<file path="src/rtl/sample_framer_pkg.sv">
// ---------------------------------------------------------------------------
// sample_framer_pkg
//   Shared definitions for the sample framer slice: default parameter values,
//   the framing FSM state encoding and a small width helper.
//   No ports (package).
// ---------------------------------------------------------------------------
package sample_framer_pkg;

    localparam int DW_DEFAULT         = 14;
    localparam int FRAME_LEN_DEFAULT  = 17;
    localparam int GAP_LEN_DEFAULT    = 4;
    localparam int FIFO_DEPTH_DEFAULT = 32;
    localparam int PTR_W_DEFAULT      = $clog2(FIFO_DEPTH_DEFAULT);

    typedef enum logic [1:0] {
        ST_IDLE  = 2'd0,
        ST_FRAME = 2'd1,
        ST_GAP   = 2'd2
    } frame_state_t;

    // Bits needed to hold the values 0..n-1 (at least one bit).
    function automatic int ctr_width(input int n);
        return (n <= 2) ? 1 : $clog2(n);
    endfunction

endpackage

</file>
<file path="src/rtl/sample_fifo.sv">
// ---------------------------------------------------------------------------
// sample_fifo
//   Single-clock FIFO holding one sample triplet per entry. DEPTH must be a
//   power of two so the pointers wrap by natural overflow.
//
// Ports
//   clk      in   clock, rising edge
//   rst      in   synchronous active-high reset, empties the FIFO
//   push     in   write wr_data this cycle (ignored when full)
//   pop      in   advance the read pointer this cycle (ignored when empty)
//   wr_data  in   WIDTH-bit entry to write
//   rd_data  out  WIDTH-bit entry at the head (combinational read)
//   count    out  number of stored entries, 0..DEPTH
//   full     out  count == DEPTH
// ---------------------------------------------------------------------------
module sample_fifo
    import sample_framer_pkg::*;
#(
    parameter int WIDTH = 3 * DW_DEFAULT,
    parameter int DEPTH = FIFO_DEPTH_DEFAULT,
    localparam int PTR_W = ctr_width(DEPTH)
) (
    input  logic             clk,
    input  logic             rst,
    input  logic             push,
    input  logic             pop,
    input  logic [WIDTH-1:0] wr_data,
    output logic [WIDTH-1:0] rd_data,
    output logic [PTR_W:0]   count,
    output logic             full
);

    logic [WIDTH-1:0] mem [DEPTH];
    logic [PTR_W-1:0] wr_ptr;
    logic [PTR_W-1:0] rd_ptr;
    logic             push_ok;
    logic             pop_ok;

    assign full    = (count == (PTR_W + 1)'(DEPTH));
    assign push_ok = push & ~full;
    assign pop_ok  = pop & (count != '0);
    assign rd_data = mem[rd_ptr];

    // Storage is not reset; the pointers and count alone define validity.
    always_ff @(posedge clk) begin
        if (push_ok) begin
            mem[wr_ptr] <= wr_data;
        end
    end

    // A simultaneous push and pop moves both pointers and keeps the count.
    always_ff @(posedge clk) begin
        if (rst) begin
            wr_ptr <= '0;
            rd_ptr <= '0;
            count  <= '0;
        end else begin
            if (push_ok) begin
                wr_ptr <= wr_ptr + PTR_W'(1);
            end
            if (pop_ok) begin
                rd_ptr <= rd_ptr + PTR_W'(1);
            end
            unique case ({push_ok, pop_ok})
                2'b10:   count <= count + (PTR_W + 1)'(1);
                2'b01:   count <= count - (PTR_W + 1)'(1);
                default: count <= count;
            endcase
        end
    end

endmodule

</file>
<file path="src/rtl/sample_framer.sv">
// ---------------------------------------------------------------------------
// sample_framer
//   Buffers incoming {ch2, ch3, ref} triplets and emits them in frames of
//   FRAME_LEN consecutive samples (head_flag high), separated by at least
//   GAP_LEN idle cycles. A frame only starts once FRAME_LEN triplets are
//   stored, so a frame is never short.
//
// Ports
//   clk        in   clock, rising edge
//   rst        in   synchronous active-high reset; aborts any frame and
//                   discards all buffered samples
//   s_valid    in   input triplet valid
//   s_ready    out  a triplet can be accepted this cycle (FIFO not full)
//   s_ch2      in   channel-2 sample
//   s_ch3      in   channel-3 sample
//   s_ref      in   reference sample
//   buffer_2   out  channel-2 frame sample (registered, 0 outside frames)
//   buffer_3   out  channel-3 frame sample (registered, 0 outside frames)
//   reff       out  reference frame sample (registered, 0 outside frames)
//   head_flag  out  high for the FRAME_LEN cycles of each frame (registered)
//   frame_cnt  out  completed-frame counter, 16 bits, wraps; present only
//                   when SAMPLE_FRAMER_FCNT_EN is defined
//
// Build option: `define SAMPLE_FRAMER_FCNT_EN to add the frame_cnt output.
// ---------------------------------------------------------------------------
module sample_framer
    import sample_framer_pkg::*;
#(
    parameter int DW         = DW_DEFAULT,
    parameter int FRAME_LEN  = FRAME_LEN_DEFAULT,
    parameter int GAP_LEN    = GAP_LEN_DEFAULT,
    parameter int FIFO_DEPTH = FIFO_DEPTH_DEFAULT
) (
    input  logic          clk,
    input  logic          rst,
    input  logic          s_valid,
    output logic          s_ready,
    input  logic [DW-1:0] s_ch2,
    input  logic [DW-1:0] s_ch3,
    input  logic [DW-1:0] s_ref,
    output logic [DW-1:0] buffer_2,
    output logic [DW-1:0] buffer_3,
    output logic [DW-1:0] reff,
    output logic          head_flag
`ifdef SAMPLE_FRAMER_FCNT_EN
   ,output logic [15:0]   frame_cnt
`endif
);

    localparam int FCW = ctr_width(FRAME_LEN);
    localparam int GCW = ctr_width(GAP_LEN);
    localparam int CW  = ctr_width(FIFO_DEPTH) + 1;

    frame_state_t    state;
    frame_state_t    state_next;
    logic [FCW-1:0]  frame_ctr;
    logic [GCW-1:0]  gap_ctr;
    logic [CW-1:0]   fill;
    logic            fifo_full;
    logic            pop;
    logic [3*DW-1:0] fifo_wr;
    logic [3*DW-1:0] fifo_rd;

    assign fifo_wr = {s_ch2, s_ch3, s_ref};
    assign s_ready = ~fifo_full;

    // An entry is popped in every cycle whose next state is FRAME: the IDLE
    // cycle that decides to start plus the first FRAME_LEN-1 FRAME cycles.
    // The popped sample lands in the output registers at that edge, so
    // head_flag is high exactly while the FSM sits in FRAME.
    assign pop = (state_next == ST_FRAME);

    sample_fifo #(
        .WIDTH (3 * DW),
        .DEPTH (FIFO_DEPTH)
    ) u_fifo (
        .clk     (clk),
        .rst     (rst),
        .push    (s_valid),
        .pop     (pop),
        .wr_data (fifo_wr),
        .rd_data (fifo_rd),
        .count   (fill),
        .full    (fifo_full)
    );

    always_ff @(posedge clk) begin
        if (rst) begin
            state <= ST_IDLE;
        end else begin
            state <= state_next;
        end
    end

    always_comb begin
        state_next = state;
        unique case (state)
            ST_IDLE: begin
                if (fill >= CW'(FRAME_LEN)) begin
                    state_next = ST_FRAME;
                end
            end
            ST_FRAME: begin
                if (frame_ctr == FCW'(FRAME_LEN - 1)) begin
                    state_next = ST_GAP;
                end
            end
            ST_GAP: begin
                if (gap_ctr == GCW'(GAP_LEN - 1)) begin
                    state_next = ST_IDLE;
                end
            end
            default: state_next = ST_IDLE;
        endcase
    end

    // Both counters restart from zero whenever the state changes, so each
    // FRAME and GAP visit counts its own cycles from zero.
    always_ff @(posedge clk) begin
        if (rst) begin
            frame_ctr <= '0;
            gap_ctr   <= '0;
        end else if (state_next != state) begin
            frame_ctr <= '0;
            gap_ctr   <= '0;
        end else begin
            if (state == ST_FRAME) begin
                frame_ctr <= frame_ctr + FCW'(1);
            end
            if (state == ST_GAP) begin
                gap_ctr <= gap_ctr + GCW'(1);
            end
        end
    end

    // Outputs carry the popped triplet during a frame and are held at zero
    // otherwise.
    always_ff @(posedge clk) begin
        if (rst) begin
            head_flag <= 1'b0;
            buffer_2  <= '0;
            buffer_3  <= '0;
            reff      <= '0;
        end else if (pop) begin
            head_flag <= 1'b1;
            buffer_2  <= fifo_rd[3*DW-1:2*DW];
            buffer_3  <= fifo_rd[2*DW-1:DW];
            reff      <= fifo_rd[DW-1:0];
        end else begin
            head_flag <= 1'b0;
            buffer_2  <= '0;
            buffer_3  <= '0;
            reff      <= '0;
        end
    end

`ifdef SAMPLE_FRAMER_FCNT_EN
    // Counts completed frames at the FRAME to GAP hand-over; wraps at 16 bits.
    always_ff @(posedge clk) begin
        if (rst) begin
            frame_cnt <= '0;
        end else if ((state == ST_FRAME) && (state_next == ST_GAP)) begin
            frame_cnt <= frame_cnt + 16'd1;
        end
    end
`endif

endmodule
</file>
<file path="config.mk">
export PLATFORM = sky130hd
export DESIGN_NAME = sample_framer
export DESIGN_NICKNAME = d
export VERILOG_FILES = /design/src/rtl/sample_framer_pkg.sv /design/src/rtl/sample_fifo.sv /design/src/rtl/sample_framer.sv
export SDC_FILE = /design/constraint.sdc
export NUM_CORES = 2
export LEC_CHECK = 0
export CAP_MARGIN = 10
export CORE_MARGIN = 1
export CORE_UTILIZATION = 60
export DETAILED_ROUTE_END_ITERATION = 8
export PLACE_DENSITY = 0.83
export SETUP_SLACK_MARGIN = 0.5
export SLEW_MARGIN = 20
export SYNTH_ARGS = -nofsm -noshare
export SYNTH_HDL_FRONTEND = slang
export SYNTH_SLANG_ARGS = --single-unit
</file>
<file path="constraint.sdc">
create_clock -name clk -period 7.7 [get_ports clk]
set_clock_uncertainty 0.15 [all_clocks]
set_input_delay 1.54 -clock clk [delete_from_list [all_inputs] [get_ports clk]]
set_output_delay 1.54 -clock clk [all_outputs]
set_load 0.03 [all_outputs]
</file>
# Word level (Yosys, flattened, before mapping)
# Memories as Yosys holds them, arrays and structs flattened. A register that Yosys moved wholly into a read port is not among the register bits.
# Cells that the tools add are included.
# word_totals
register_bits,26
mem_bits_rw,1344
out_inout_bits,44
elab_cells,41
memories,1
# memory_table
memory,words,word_bits,rd,rd_clocked_by_memory_dff,write_ports,line_no,rtl
u_fifo.mem,32,42,1,1,1,sample_fifo.sv:33,logic [WIDTH-1:0] mem [DEPTH];
# classes
add_sub_neg,6
n_lt_le_gt_ge,1
n_eq_ne,9
mux,8
bitwise,4
reduce_logical,5
# ops
op,n
$add 5x1->5 const B,3
$pmux 6 s2,1
$add 6x1->6 const B,1
$eq 2x1->1 const B,3
$eq 2x2->1 const B,3
$eq 6x6->1 const B,1
$ge 6x5->1 const B,1
$mux 2,3
$pmux 2 s3,1
$reduce_bool 6->1,1
$sub 6x1->6 const B,1
$eq 5x5->1 const B,1
$reduce_or 2->1,2
$mux 1,3
$add 2x1->2 const B,1
$and 1x1->1,2
$logic_not 2->1,1
$ne 2x2->1,1
$not 1->1,2
$reduce_bool 2->1,1

# Longest topological paths before layout
# logic_depth
word_depth,7
depth_mapped,15
mapped_depth_nobuf,14

# Modules after synthesis
# Synthesis repeated with hierarchy kept, for this count alone.
# hier_totals
cells_unflattened,2794
area_unflattened_um2,54338.4
# modules_own_cells
module,instances,cells_each,area_each_um2,seq_area_each_um2
sample_fifo,1,2638,52551.7,40779.1
sample_framer,1,156,1786.7,1041.0

# Least setup slack after synthesis
# No wires, ideal clock.
# synth_path
path_type,input to register
startpoint,input s_valid
endpoint,memory u_fifo.mem[15][0] (netlist name) (enable)
setup_ps,442
arrival_time_ps,4140
required_ps,7108
slack_ps,2968
path_stages,3
n_path_buf,0
cell_sequence,a21boi_1 > nand2_1 > nor2_1
# synth_between
elab_chain_len,3
# synth_rtl
item,line_no,rtl
"start, declared",sample_framer.sv:36,"input logic s_valid,"
$and 1x1->1,sample_fifo.sv:40,assign push_ok = push & ~full;
$mux 1,sample_fifo.sv:46,if (push_ok) begin
$mux 1 (implied by the code),sample_fifo.sv:47,mem[wr_ptr] <= wr_data;
"end, declared",sample_fifo.sv:33,
# No other way between the ends.

# Final worst setup path
# layout_path
startpoint,input rst
endpoint,register buffer_3[11]
# layout_between
elab_chain_len,1
# layout_rtl
item,line_no,rtl
"start, declared",sample_framer.sv:35,"input logic rst,"
$reduce_or 2->1 (no line),--,
"end signal, assigned",sample_framer.sv:147,buffer_3 <= fifo_rd[2*DW-1:DW];
"end, declared",sample_framer.sv:42,"output logic [DW-1:0] buffer_3,"
# No other way between the ends.
# A chain may end at the register's enable or synchronous reset.

==> summary.md <==
| Metric | Value |
|---|---|
| Outcome | `complete, no violations` |
| Clk Latency, worst-skew pair | `0.74 ns` |
| Overall power | `about 0.015 W` |
| Sequential area share after synthesis | `0.7808` |
| Final Util | `0.6848` |
| Switching part of the total | `0.1995` |
| Final Hold Viols | `0` |
| RR Endpoint | `buffer_3[13]` |
| Net count reported at finish | `~2600` |
| Die X-Extent | `approximately 300 um` |
| Leakage | `between 15 and 20 nW` |
| CP required | `8.21 ns` |
| Post-CTS resize count | `0` |
| Max VDD drop | `around 0.19 mV` |
| Logic pwr share | `0.018` |
| Number of vias per cell | `6.994` |
| Core area | `roughly 90000 sq um` |
| Initial DRC count | `between 4000 and 5000` |
| Worst Setup Start Kind | `input pin` |
| Reg2Reg Setup Slack | `~3.4 ns` |
| Worst setup endpoint | `buffer_3[11]` |
| Max cap viols | `0` |
| Cts hold-fix bufs | `0` |
| Worst slew margin | `0.2460` |
| CTS tree | `done` |
| Synth Instances | `around 2400` |
| Rows | `approximately 110` |
| Setup CP Type | `input pin to flip-flop` |
| Critical Path Source | `rst` |
| Worst-path fanout max | `22` |
| #FFs+latches synth | `between 1000 and 1500` |
| Final global-route overflow total | `0` |
| Cell Chain, Critical Path | `clkdlybuf4s50_1 -> nand3b_1 -> buf_4 -> buf_4 -> a2111oi_0 -> buf_4` |
| Starting Density | `0.6055` |
| Worst-path clk slew | `about 0.070 ns` |
| Sw Pwr | `just over 0.003 W` |
| Hold/Removal Path Class | `flip-flop to flip-flop` |
| Number of global-route vias before repair | `about 27000` |
| Synth top area cells | `edfxtp_1 (76%), mux4_2 (12%), mux2i_1 (3.2%)` |
| Setup Fix Bufs, Post-CTS | `0` |
| IO buf count | `slightly below 90` |
| CTS Sinks | `about 1400` |
| Syn_nets | `2467` |
| Via count | `27040` |
| Largest area contributor in the netlist | `edfxtp_1` |
| ANT nets after route | `0` |
| DIE AREA | `90250 sq um` |
| Cell with the most instances on the worst path | `buf_4` |
| Critical path arrival | `around 4.8 ns` |
| R2r startpoint | `u_fifo.rd_ptr[0]` |
| CP max-delay cell | `nand3b_1` |
| Worst stage delay on the critical path | `slightly below 1 ns` |
| Largest net degree at the start of global routing | `roughly 110` |
| EDFF count, synth | `around 1300` |
| RSZ-0062 raised after global routing | `false` |
| Final wirelength | `about 130 mm` |
| Total Routing Usage GR | `0.2969` |
| Final setup violation count | `0` |
| DRC | `0` |
| Sequential share of power | `0.549` |
| Layout cells sized above 1 | `0.2390` |
| CTS Buf Count | `~140` |
| Area Growth Syn to Fin | `13.09%` |
| Syn_area_per_cell | `approximately 22 sq um` |
| P_int | `~0.012 W` |
| Mapped Area | `between 50000 and 60000 sq um` |
| Crit. End Element | `flip-flop` |
| # H-tree levels | `4` |
| Area share of the largest cell type after synthesis | `0.7554` |
| # IOs | `89` |
| Drt wl/cell | `approximately 34 um` |
| Most common library cell in the layout ignoring fill and taps | `edfxtp_1` |
| Clock root cell | `clkbuf_16` |
| Max Root-Sink Buffers | `3` |
| Slew of the pin with the lowest slew margin | `1.124 ns` |
| Power share of the clock group | `0.432` |
| Final min period | `between 4 and 5 ns` |
| Max-slew violation count | `0` |
| First-pass GRT wire length | `189.8 mm` |
| Final worst path period share | `0.5604` |
| Total negative setup slack | `0 ns` |
| DP Wirelength | `72.59 mm` |
| Reg2Reg Depth | `7` |
| Filler instances | `between 4000 and 5000` |
| Routability Congestion | `0.8559` |
| Async SR Flop Fraction | `0` |
| Ys Warns | `0` |
| Max Clk Rate | `about 230 MHz` |
| Most frequent cells in the layout | `edfxtp_1 (1344), mux4_2 (294), mux2i_1 (173)` |
| Power per cell area | `about 250 nW/um^2` |
| Post-synth cell types | `53` |
| Die Y | `300.4 um` |
| Ys flop type | `edfxtp_1` |
| Initial antenna violation count | `11` |
| Router iterations before antenna repair | `5` |
-- Yosys cell counts, types with 2 or more instances --
library cell,number
clkbuf_1,33
a211oi_1,36
dfxtp_1,68
clkbuf_4,2
nor2b_1,10
mux4_2,294
a21o_1,2
buf_1,10
inv_1,10
nor2_1,102
edfxtp_1,1344
or3_1,2
nand2_1,14
buf_6,13
nand4_1,5
buf_4,30
nand3b_1,5
o22ai_1,47
o221ai_1,37
mux2i_1,173
xnor2_1,3
a2111oi_0,46
o21ai_0,5
nand3_1,2
buf_2,49
and3_1,2
mux2_2,2
ha_1,11
nor3_1,3
a21oi_1,14
xor2_1,12
nand2b_1,4
-- how the worst min path moves through the flow --
stage	start	end	cells after the start
2_1_floorplan	gap_ctr[1]	gap_ctr[1]	2
3_3_place_gp	gap_ctr[1]	gap_ctr[1]	2
3_5_place_dp	frame_ctr[4]	frame_ctr[4]	2
4_1_cts	frame_ctr[4]	frame_ctr[4]	2
5_1_grt	gap_ctr[1]	gap_ctr[1]	2
6_report	frame_ctr[4]	frame_ctr[4]	2
-- worst max-delay path: cells and delay by family --
family,cells,cell delay [ns]
buf+inv,4,1.77
simple gates,1,0.97
compound gates,1,0.51
-- sequential cells by signal, summed over array words and instances, names as in the netlist, 5 cells and up --
| signal | count |
|---|---|
| u_fifo.mem | 1344 |
| buffer_3 | 14 |
| u_fifo.count | 6 |
| buffer_2 | 14 |
| u_fifo.wr_ptr | 5 |
| reff | 14 |
| u_fifo.rd_ptr | 5 |
| frame_ctr | 5 |
-- kinds of logic (layout without fill, tap and decap cells) --
logic type	after synthesis	in the layout	synth area share
muxes	470	470	0.1570
adders and majority gates	12	12	0.002787
and+or+nand+nor	161	161	0.01389
DFF	1412	1412	0.7808
AOI/OAI and AO/OA	194	194	0.02745
buffers and inverters	147	435	0.01555
xor gates and xnor gates	15	15	0.002459
other	0	2	0
-- through the flow --
step                std cells  worst slack, ns  hold slack [ns]  instance area (sq um)
floorplan                2411            2.968           0.3176                  53430
global placement         3612            2.828           0.3311                  55940
detailed placement       3616            2.875           0.3750                  56020
CTS                      3863            3.438           0.3902                  60450
global route             3866            3.190           0.4195                  60420
finish                   3866            3.385           0.4052                  60420
-- cell type report --
| type | instances | area, sq um | area share |
|---|---|---|---|
| multi-input combinational | 852 | 11140 | 0.1843 |
| sequential | 1412 | 41730 | 0.6907 |
| clock inverter | 67 | 674.4 | 0.01116 |
| tap | 1165 | 1458 | 0.02412 |
| timing repair buffer | 178 | 1622 | 0.02684 |
| antenna | 2 | 5.005 | 0.00008283 |
| clock buffer | 180 | 3755 | 0.06214 |
| inverter | 10 | 37.54 | 0.0006212 |
-- power groups by stage --
stage,logic (W),registers (W),clock network [W]
2_1_floorplan,0.0000683,0.00862,0
3_3_place_gp,0.000255,0.00862,0
3_5_place_dp,0.000273,0.00863,0
4_1_cts,0.000279,0.00847,0.00668
5_1_grt,0.000292,0.00846,0.00698
6_report,0.000280,0.00846,0.00666
-- metal layers --
layer,routed length [um],track usage
met4,3295,0.08868
met5,62,0
met2,63230,0.4602
met1,48070,0.4300
met3,16400,0.06681
No activity file was read; power rests on OpenSTA's default activity.
